[src/rtl/sat_acc_pkg.sv]
// -----------------------------------------------------------------------------
// sat_acc_pkg
// Shared definitions for the saturating sample accumulator:
//   S8_MAX / S8_MIN  - signed 8-bit clamp limits
//   sat_acc_state_t  - accumulator control states (ACCUM, HOLD)
// -----------------------------------------------------------------------------
package sat_acc_pkg;

    localparam logic signed [7:0] S8_MAX = 8'sh7F;
    localparam logic signed [7:0] S8_MIN = 8'sh80;

    typedef enum logic {
        ACCUM = 1'b0,
        HOLD  = 1'b1
    } sat_acc_state_t;

endpackage

[src/rtl/cla_8bit.sv]
// -----------------------------------------------------------------------------
// cla_8bit
// 8-bit two's-complement carry-lookahead adder with signed overflow detect.
// Built from two 4-bit lookahead groups; the low group's carry-out feeds the
// high group.
// Ports:
//   a, b  in  [7:0]  operands (two's complement)
//   cin   in         carry in
//   sum   out [7:0]  raw 8-bit sum (wraps on overflow)
//   ovf   out        positive overflow (both operands >= 0, result < 0)
//   uvf   out        negative overflow (both operands < 0, result >= 0)
// -----------------------------------------------------------------------------
module cla_8bit (
    input  logic [7:0] a,
    input  logic [7:0] b,
    input  logic       cin,
    output logic [7:0] sum,
    output logic       ovf,
    output logic       uvf
);

    // Carries into each bit of a 4-bit group, fully expanded lookahead terms.
    function automatic logic [3:0] cla4_carry(input logic [3:0] g,
                                              input logic [3:0] p,
                                              input logic       ci);
        logic [3:0] c;
        c[0] = ci;
        c[1] = g[0] | (p[0] & ci);
        c[2] = g[1] | (p[1] & g[0]) | (p[1] & p[0] & ci);
        c[3] = g[2] | (p[2] & g[1]) | (p[2] & p[1] & g[0])
             | (p[2] & p[1] & p[0] & ci);
        return c;
    endfunction

    // Carry out of a 4-bit group from group generate/propagate.
    function automatic logic cla4_cout(input logic [3:0] g,
                                       input logic [3:0] p,
                                       input logic       ci);
        return g[3] | (p[3] & g[2]) | (p[3] & p[2] & g[1])
             | (p[3] & p[2] & p[1] & g[0])
             | (p[3] & p[2] & p[1] & p[0] & ci);
    endfunction

    logic [7:0] gen_s;
    logic [7:0] prop_s;
    logic [3:0] carry_lo_s;
    logic [3:0] carry_hi_s;
    logic       carry_mid_s;

    assign gen_s       = a & b;
    assign prop_s      = a ^ b;
    assign carry_lo_s  = cla4_carry(gen_s[3:0], prop_s[3:0], cin);
    assign carry_mid_s = cla4_cout(gen_s[3:0], prop_s[3:0], cin);
    assign carry_hi_s  = cla4_carry(gen_s[7:4], prop_s[7:4], carry_mid_s);

    // Sum bits and signed overflow flags from the operand and result signs.
    always_comb begin
        sum = prop_s ^ {carry_hi_s, carry_lo_s};
        ovf = ~a[7] & ~b[7] &  sum[7];
        uvf =  a[7] &  b[7] & ~sum[7];
    end

endmodule

[src/rtl/sat_add8.sv]
// -----------------------------------------------------------------------------
// sat_add8
// Combinational 8-bit signed add that clamps to S8_MAX / S8_MIN on overflow.
// Ports:
//   a, b    in  [7:0]  signed operands
//   result  out [7:0]  saturated signed sum
//   sat     out        high when the result was clamped
// -----------------------------------------------------------------------------
module sat_add8
    import sat_acc_pkg::*;
(
    input  logic [7:0] a,
    input  logic [7:0] b,
    output logic [7:0] result,
    output logic       sat
);

    logic [7:0] raw_sum_s;
    logic       ovf_s;
    logic       uvf_s;

    cla_8bit u_cla (
        .a   (a),
        .b   (b),
        .cin (1'b0),
        .sum (raw_sum_s),
        .ovf (ovf_s),
        .uvf (uvf_s)
    );

    // Replace a wrapped sum with the limit on the side it overflowed.
    always_comb begin
        result = raw_sum_s;
        sat    = 1'b0;
        if (ovf_s) begin
            result = S8_MAX;
            sat    = 1'b1;
        end else if (uvf_s) begin
            result = S8_MIN;
            sat    = 1'b1;
        end else begin
            result = raw_sum_s;
            sat    = 1'b0;
        end
    end

endmodule

[src/rtl/sat_acc_8bit.sv]
// -----------------------------------------------------------------------------
// sat_acc_8bit
// Accepts a stream of 8-bit signed sums with overflow/underflow flags, clamps
// flagged samples, and accumulates COUNT samples into a saturating 8-bit
// running sum. The block result is offered downstream and the accumulator
// restarts from zero.
// Ports:
//   clk        in         clock, rising edge
//   rst        in         synchronous active-high reset
//   in_valid   in         sample valid
//   in_ready   out        sample accepted this cycle (ACCUM state)
//   in_sum     in  [7:0]  signed sample
//   in_ovf     in         sample overflowed positive (clamp to 0x7F)
//   in_uvf     in         sample overflowed negative (clamp to 0x80)
//   out_valid  out        block result available
//   out_ready  in         downstream takes the result
//   out_acc    out [7:0]  saturated block sum
//   out_sat    out        a clamp or saturation happened in this block
//   evt_cnt    out [7:0]  (SAT_ACC_EVENT_CNT_EN only) saturating event count
// Optional feature macro: SAT_ACC_EVENT_CNT_EN
// -----------------------------------------------------------------------------
module sat_acc_8bit
    import sat_acc_pkg::*;
#(
    parameter int COUNT = 4
) (
    input  logic       clk,
    input  logic       rst,
    input  logic       in_valid,
    output logic       in_ready,
    input  logic [7:0] in_sum,
    input  logic       in_ovf,
    input  logic       in_uvf,
    output logic       out_valid,
    input  logic       out_ready,
    output logic [7:0] out_acc,
    output logic       out_sat
`ifdef SAT_ACC_EVENT_CNT_EN
    ,
    output logic [7:0] evt_cnt
`endif
);

    localparam int CNT_W = $clog2(COUNT + 1);
    localparam logic [CNT_W-1:0] LAST_CNT = CNT_W'(COUNT - 1);

    sat_acc_state_t   state_r;
    logic [7:0]       acc_r;
    logic [CNT_W-1:0] cnt_r;
    logic             sat_r;

    logic [7:0]       x_s;
    logic             clamp_s;
    logic [7:0]       acc_next_s;
    logic             add_sat_s;
    logic             accept_s;

    assign in_ready = (state_r == ACCUM);
    assign accept_s = in_valid & in_ready;

    // Input clamp: ovf wins if both flags are (illegally) high.
    always_comb begin
        x_s     = in_sum;
        clamp_s = 1'b0;
        if (in_ovf) begin
            x_s     = S8_MAX;
            clamp_s = 1'b1;
        end else if (in_uvf) begin
            x_s     = S8_MIN;
            clamp_s = 1'b1;
        end else begin
            x_s     = in_sum;
            clamp_s = 1'b0;
        end
    end

    sat_add8 u_sat_add (
        .a      (acc_r),
        .b      (x_s),
        .result (acc_next_s),
        .sat    (add_sat_s)
    );

    // Accumulate / hand off control FSM with registered result outputs.
    always_ff @(posedge clk) begin
        if (rst) begin
            state_r   <= ACCUM;
            acc_r     <= 8'h00;
            cnt_r     <= '0;
            sat_r     <= 1'b0;
            out_valid <= 1'b0;
            out_acc   <= 8'h00;
            out_sat   <= 1'b0;
        end else begin
            case (state_r)
                ACCUM: begin
                    if (accept_s) begin
                        if (cnt_r == LAST_CNT) begin
                            out_acc   <= acc_next_s;
                            out_sat   <= sat_r | clamp_s | add_sat_s;
                            out_valid <= 1'b1;
                            state_r   <= HOLD;
                            acc_r     <= 8'h00;
                            cnt_r     <= '0;
                            sat_r     <= 1'b0;
                        end else begin
                            acc_r <= acc_next_s;
                            cnt_r <= cnt_r + CNT_W'(1);
                            sat_r <= sat_r | clamp_s | add_sat_s;
                        end
                    end
                end
                HOLD: begin
                    // Result is frozen until downstream takes it.
                    if (out_ready) begin
                        out_valid <= 1'b0;
                        state_r   <= ACCUM;
                    end
                end
                default: begin
                    state_r   <= ACCUM;
                    out_valid <= 1'b0;
                end
            endcase
        end
    end

`ifdef SAT_ACC_EVENT_CNT_EN
    logic [7:0] evt_cnt_r;
    logic [8:0] evt_sum_s;

    assign evt_sum_s = {1'b0, evt_cnt_r} + {8'h00, clamp_s} + {8'h00, add_sat_s};
    assign evt_cnt   = evt_cnt_r;

    // Free-running event count, saturating at 0xFF, cleared only by reset.
    always_ff @(posedge clk) begin
        if (rst) begin
            evt_cnt_r <= 8'h00;
        end else if (accept_s) begin
            evt_cnt_r <= evt_sum_s[8] ? 8'hFF : evt_sum_s[7:0];
        end else begin
            evt_cnt_r <= evt_cnt_r;
        end
    end
`endif

endmodule

[config.mk]
export PLATFORM = sky130hd
export DESIGN_NAME = sat_acc_8bit
export DESIGN_NICKNAME = d
export VERILOG_FILES = /design/src/rtl/sat_acc_pkg.sv /design/src/rtl/cla_8bit.sv /design/src/rtl/sat_add8.sv /design/src/rtl/sat_acc_8bit.sv
export SDC_FILE = /design/constraint.sdc
export NUM_CORES = 1
export LEC_CHECK = 0
export BUFFER_PORTS_ARGS = -buffer_cell sky130_fd_sc_hd__buf_2
export CORE_UTILIZATION = 40
export CTS_CLUSTER_DIAMETER = 150
export DETAILED_ROUTE_END_ITERATION = 10
export SLEW_MARGIN = 5
export SYNTH_ARGS = -nofsm -noshare
export SYNTH_HDL_FRONTEND = slang
export SYNTH_SLANG_ARGS = --single-unit
[constraint.sdc]
create_clock -name clk -period 2.8 [get_ports clk]
set_input_delay 0.56 -clock clk [delete_from_list [all_inputs] [get_ports clk]]
set_output_delay 0.56 -clock clk [all_outputs]
set_load 0.03 [all_outputs]
==> impl_metrics.prom <==
# TYPE chip_impl_metric gauge
chip_impl_info{name="status",value="completed"} 1
chip_impl_metric{name="synth.top_cell.area_share",unit="%"} 33.03
chip_impl_metric{name="syn-cell-area",unit="mm²"} 0.001394
chip_impl_metric{name="finalHoldWorstSlack",unit="ns"} 0.4621
chip_impl_metric{name="vdd_drop_max",unit="V"} 0.0003519
chip_impl_metric{name="clock-skew-final",unit="ns"} 0.002972
chip_impl_metric{name="worst_path_arrival_time",unit="ns"} 2.65
chip_impl_metric{name="synth.yosys.warnings",unit=""} 0
chip_impl_metric{name="clock_tree_buffer_depth",unit=""} 2
chip_impl_metric{name="leakagePower",unit="nW"} 0.7136
chip_impl_metric{name="synth.net_count",unit=""} 195
chip_impl_metric{name="chipWidth",unit="µm"} 61.03
chip_impl_info{name="worstSetupEndpointType",value="flop"} 1
chip_impl_metric{name="ctsResizeCount",unit=""} 0
chip_impl_metric{name="final-hold-violation-count",unit=""} 0
chip_impl_metric{name="h_tree_levels",unit=""} 1
chip_impl_metric{name="first_pass_iters",unit=""} 4
chip_impl_metric{name="asyncSetResetFlopFracSynth",unit="%"} 0
chip_impl_info{name="tritoncts",value="built"} 1
chip_impl_metric{name="drv_slew",unit=""} 0
chip_impl_metric{name="maxCapViolations",unit=""} 0
chip_impl_metric{name="achievable-frequency",unit="MHz"} 413.2
chip_impl_metric{name="grt_pass1_vias",unit=""} 1154
chip_impl_metric{name="die_area",unit="mm²"} 0.003725
chip_impl_metric{name="grt_antenna_before_repair",unit=""} 0
chip_impl_info{name="ys_dominant_reg_cell",value="dfxtp_1"} 1
chip_impl_metric{name="n_fill_cell",unit=""} 355
chip_impl_metric{name="flow.area_growth_from_synthesis",unit="%"} 13.29
chip_impl_metric{name="num_vias",unit=""} 1304
chip_impl_metric{name="worst_slew_pin_slew",unit="ns"} 0.6099
chip_impl_metric{name="detail_route.iter0.violations",unit=""} 45
chip_impl_metric{name="final-setup-viol-count",unit=""} 0
chip_impl_metric{name="postSynthAreaPerCell",unit="µm²"} 8.248
chip_impl_metric{name="syn_inst",unit=""} 169
chip_impl_metric{name="place.port_buffers",unit=""} 24
chip_impl_metric{name="coreArea",unit="mm²"} 0.003337
chip_impl_metric{name="via_per_inst",unit=""} 5.479
chip_impl_info{name="synthMostInstantiatedCell",value="dfxtp_1"} 1
chip_impl_metric{name="totalNegativeSetupSlack",unit="ns"} 0
chip_impl_metric{name="number_of_buffers_added_by_the_clock_tree_synthesis_step",unit=""} 3
chip_impl_metric{name="detail_route.drc_violations",unit=""} 0
chip_impl_info{name="post-synth-top-area-cell",value="dfxtp_1"} 1
chip_impl_info{name="synth.top_cells.by_count",value="dfxtp_1, nand2_1, inv_1"} 1
chip_impl_metric{name="synth_enable_flop_cells",unit=""} 0
chip_impl_metric{name="critPathMaxFanout",unit=""} 11
chip_impl_metric{name="post_route_cells_drive_above_1_share",unit="%"} 18.75
chip_impl_metric{name="antenna_left",unit=""} 0
chip_impl_metric{name="core.rowCount",unit=""} 21
chip_impl_metric{name="cp_data_required_time",unit="ns"} 3.03
chip_impl_metric{name="routed_wl",unit="µm"} 3290
chip_impl_metric{name="fin_nets",unit=""} 219
chip_impl_metric{name="max_slew_margin",unit="%"} 59.19
chip_impl_metric{name="globalRouteTotalUtil",unit="%"} 19.68
chip_impl_metric{name="postCtsHoldBufs",unit=""} 0
chip_impl_info{name="synth_top_cells_by_area",value="dfxtp_1, ha_1, a21o_1"} 1
chip_impl_metric{name="post_cts_buffers",unit=""} 0
chip_impl_metric{name="final_min_period_over_clock_period",unit="%"} 86.42
chip_impl_metric{name="routabilityCongestion",unit=""} 0.8662
chip_impl_metric{name="grt_overflow",unit=""} 0
chip_impl_metric{name="die_h",unit="µm"} 61.03
chip_impl_metric{name="yosys_cell_types",unit=""} 44
chip_impl_metric{name="i_o_pin_count",unit=""} 25
chip_impl_metric{name="clk-insertion-delay-late",unit="ns"} 0.31
chip_impl_info{name="setup_repair_after_global_routing_missed_its_margin",value="no"} 1
chip_impl_info{name="clock-root-buffer",value="clkbuf_4"} 1
chip_impl_metric{name="yosys_register_bits",unit=""} 23
chip_impl_metric{name="grt_max_degree",unit=""} 15
chip_impl_metric{name="drt-wirelength-per-cell",unit="µm"} 13.82
chip_impl_info{name="setup.worst_path.start_class",value="input pin"} 1
chip_impl_metric{name="synth.yosys.seq_area_share",unit="%"} 33.03
chip_impl_metric{name="wire_length_of_the_first_global_routing_pass",unit="µm"} 5402
chip_impl_metric{name="cts_num_sinks",unit=""} 23
chip_impl_metric{name="clk_transition_reported_paths",unit="ns"} 0.13
chip_impl_metric{name="power_per_cell_area",unit="mW/mm²"} 571.1
chip_impl_metric{name="post-route-min-period",unit="ns"} 2.420
chip_impl_info{name="min_path_type",value="flop to flop"} 1
chip_impl_metric{name="n_antenna_cell",unit=""} 0
chip_impl_info{name="setup.worst_path.class",value="input pin to flop"} 1
chip_impl_metric{name="initial_core_util",unit="%"} 41.77
chip_impl_metric{name="place.detailed.hpwl",unit="µm"} 2585
cell usage in the layout (no fill, tap or decap), drive strengths merged, types with 2 or more instances in the layout:
master and instances:
or3 2, buf 26, nor3 2, o211ai 2, a31oi 6, nand3b 2, nor2b 2, dfxtp 23
nand2 19, a21oi 9, nand3 6, fa 2, ha 10, clkbuf 3, o31ai 2, o21ai 12
xnor2 2, a41oi 2, inv 13, a21o 10, a311oi 2, nor2 13, nand2b 3, a211oi 2
path summary, 6_finish.rpt:
path                             endpoint  slack (ns)                   from  cells after the start
hold reg to reg     cnt_r[2]$_SDFFE_PP0P_        0.46  cnt_r[2]$_SDFFE_PP0P_                      2
hold / removal      cnt_r[2]$_SDFFE_PP0P_        0.46  cnt_r[2]$_SDFFE_PP0P_                      2
setup / recovery  out_acc[7]$_SDFFE_PP0P_        0.38                 in_uvf                      9
setup reg to reg  out_acc[7]$_SDFFE_PP0P_        0.69  acc_r[5]$_SDFFE_PP0P_                      6
layout make-up:
class,count,area [µm²],area share [%]
Clock inverter,1,5.005,0.3170
Tap cell,46,57.56,3.645
Inverter,13,48.80,3.090
Sequential cell,23,460.4,29.16
Clock buffer,3,22.52,1.426
Multi-Input combinational cell,126,849.6,53.80
Timing Repair Buffer,26,135.1,8.558
through the flow:
step	total power [W]	instances	setup slack [ns]	utilization, %	cell area [µm²]
final	0.0009018	238	0.3802	47.32	1579
after global routing	0.0009724	238	0.2190	47.32	1579
after CTS	0.0009068	238	0.3876	47.32	1579
after detailed placement	0.0007519	234	0.03177	46.49	1551
after global placement	0.0007400	234	0.1064	46.49	1551
after floorplan	0.0006699	169	0.2643	-	1394
worst max-delay path, stage by stage:
cell and delay, ns:
buf_2 0.11, inv_1 0.13, a21o_1 0.19, ha_1 0.33, a21o_1 0.23, o2bb2ai_2 0.18
or3b_4 0.48, a21o_1 0.24, a311oi_1 0.20
cell families (layout without fill, tap and decap cells):
logic type | after synthesis | after routing | synth area share [%]
AO/OA/AOI/OAI | 57 | 57 | 28.73
XOR/XNOR | 3 | 3 | 1.885
adder cells (fa/ha/maj) | 12 | 12 | 11.85
buffers and inverters | 20 | 43 | 6.014
flip-flops | 23 | 23 | 33.03
AND/OR/NAND/NOR | 54 | 54 | 18.49
layer usage:
layer  track usage [%]  share of wire, %
met1             26.39                47
met4             2.922              0.40
met2             33.07                49
met3             4.412               3.3
met5                 0                 0
power by group:
group,internal (W),switching (W),total [W]
registers,0.000356,0.0000208,0.000376
clock network,0.0000534,0.000101,0.000155
logic,0.000149,0.000221,0.000370
total,0.000558,0.000344,0.000902
flip-flops by register name, summed over array words and instances, names as in the netlist:
name	cells
out_sat	1
out_valid	1
sat_r	1
out_acc	8
acc_r	8
state_r	1
cnt_r	3
No activity file was read; power rests on OpenSTA's default activity.
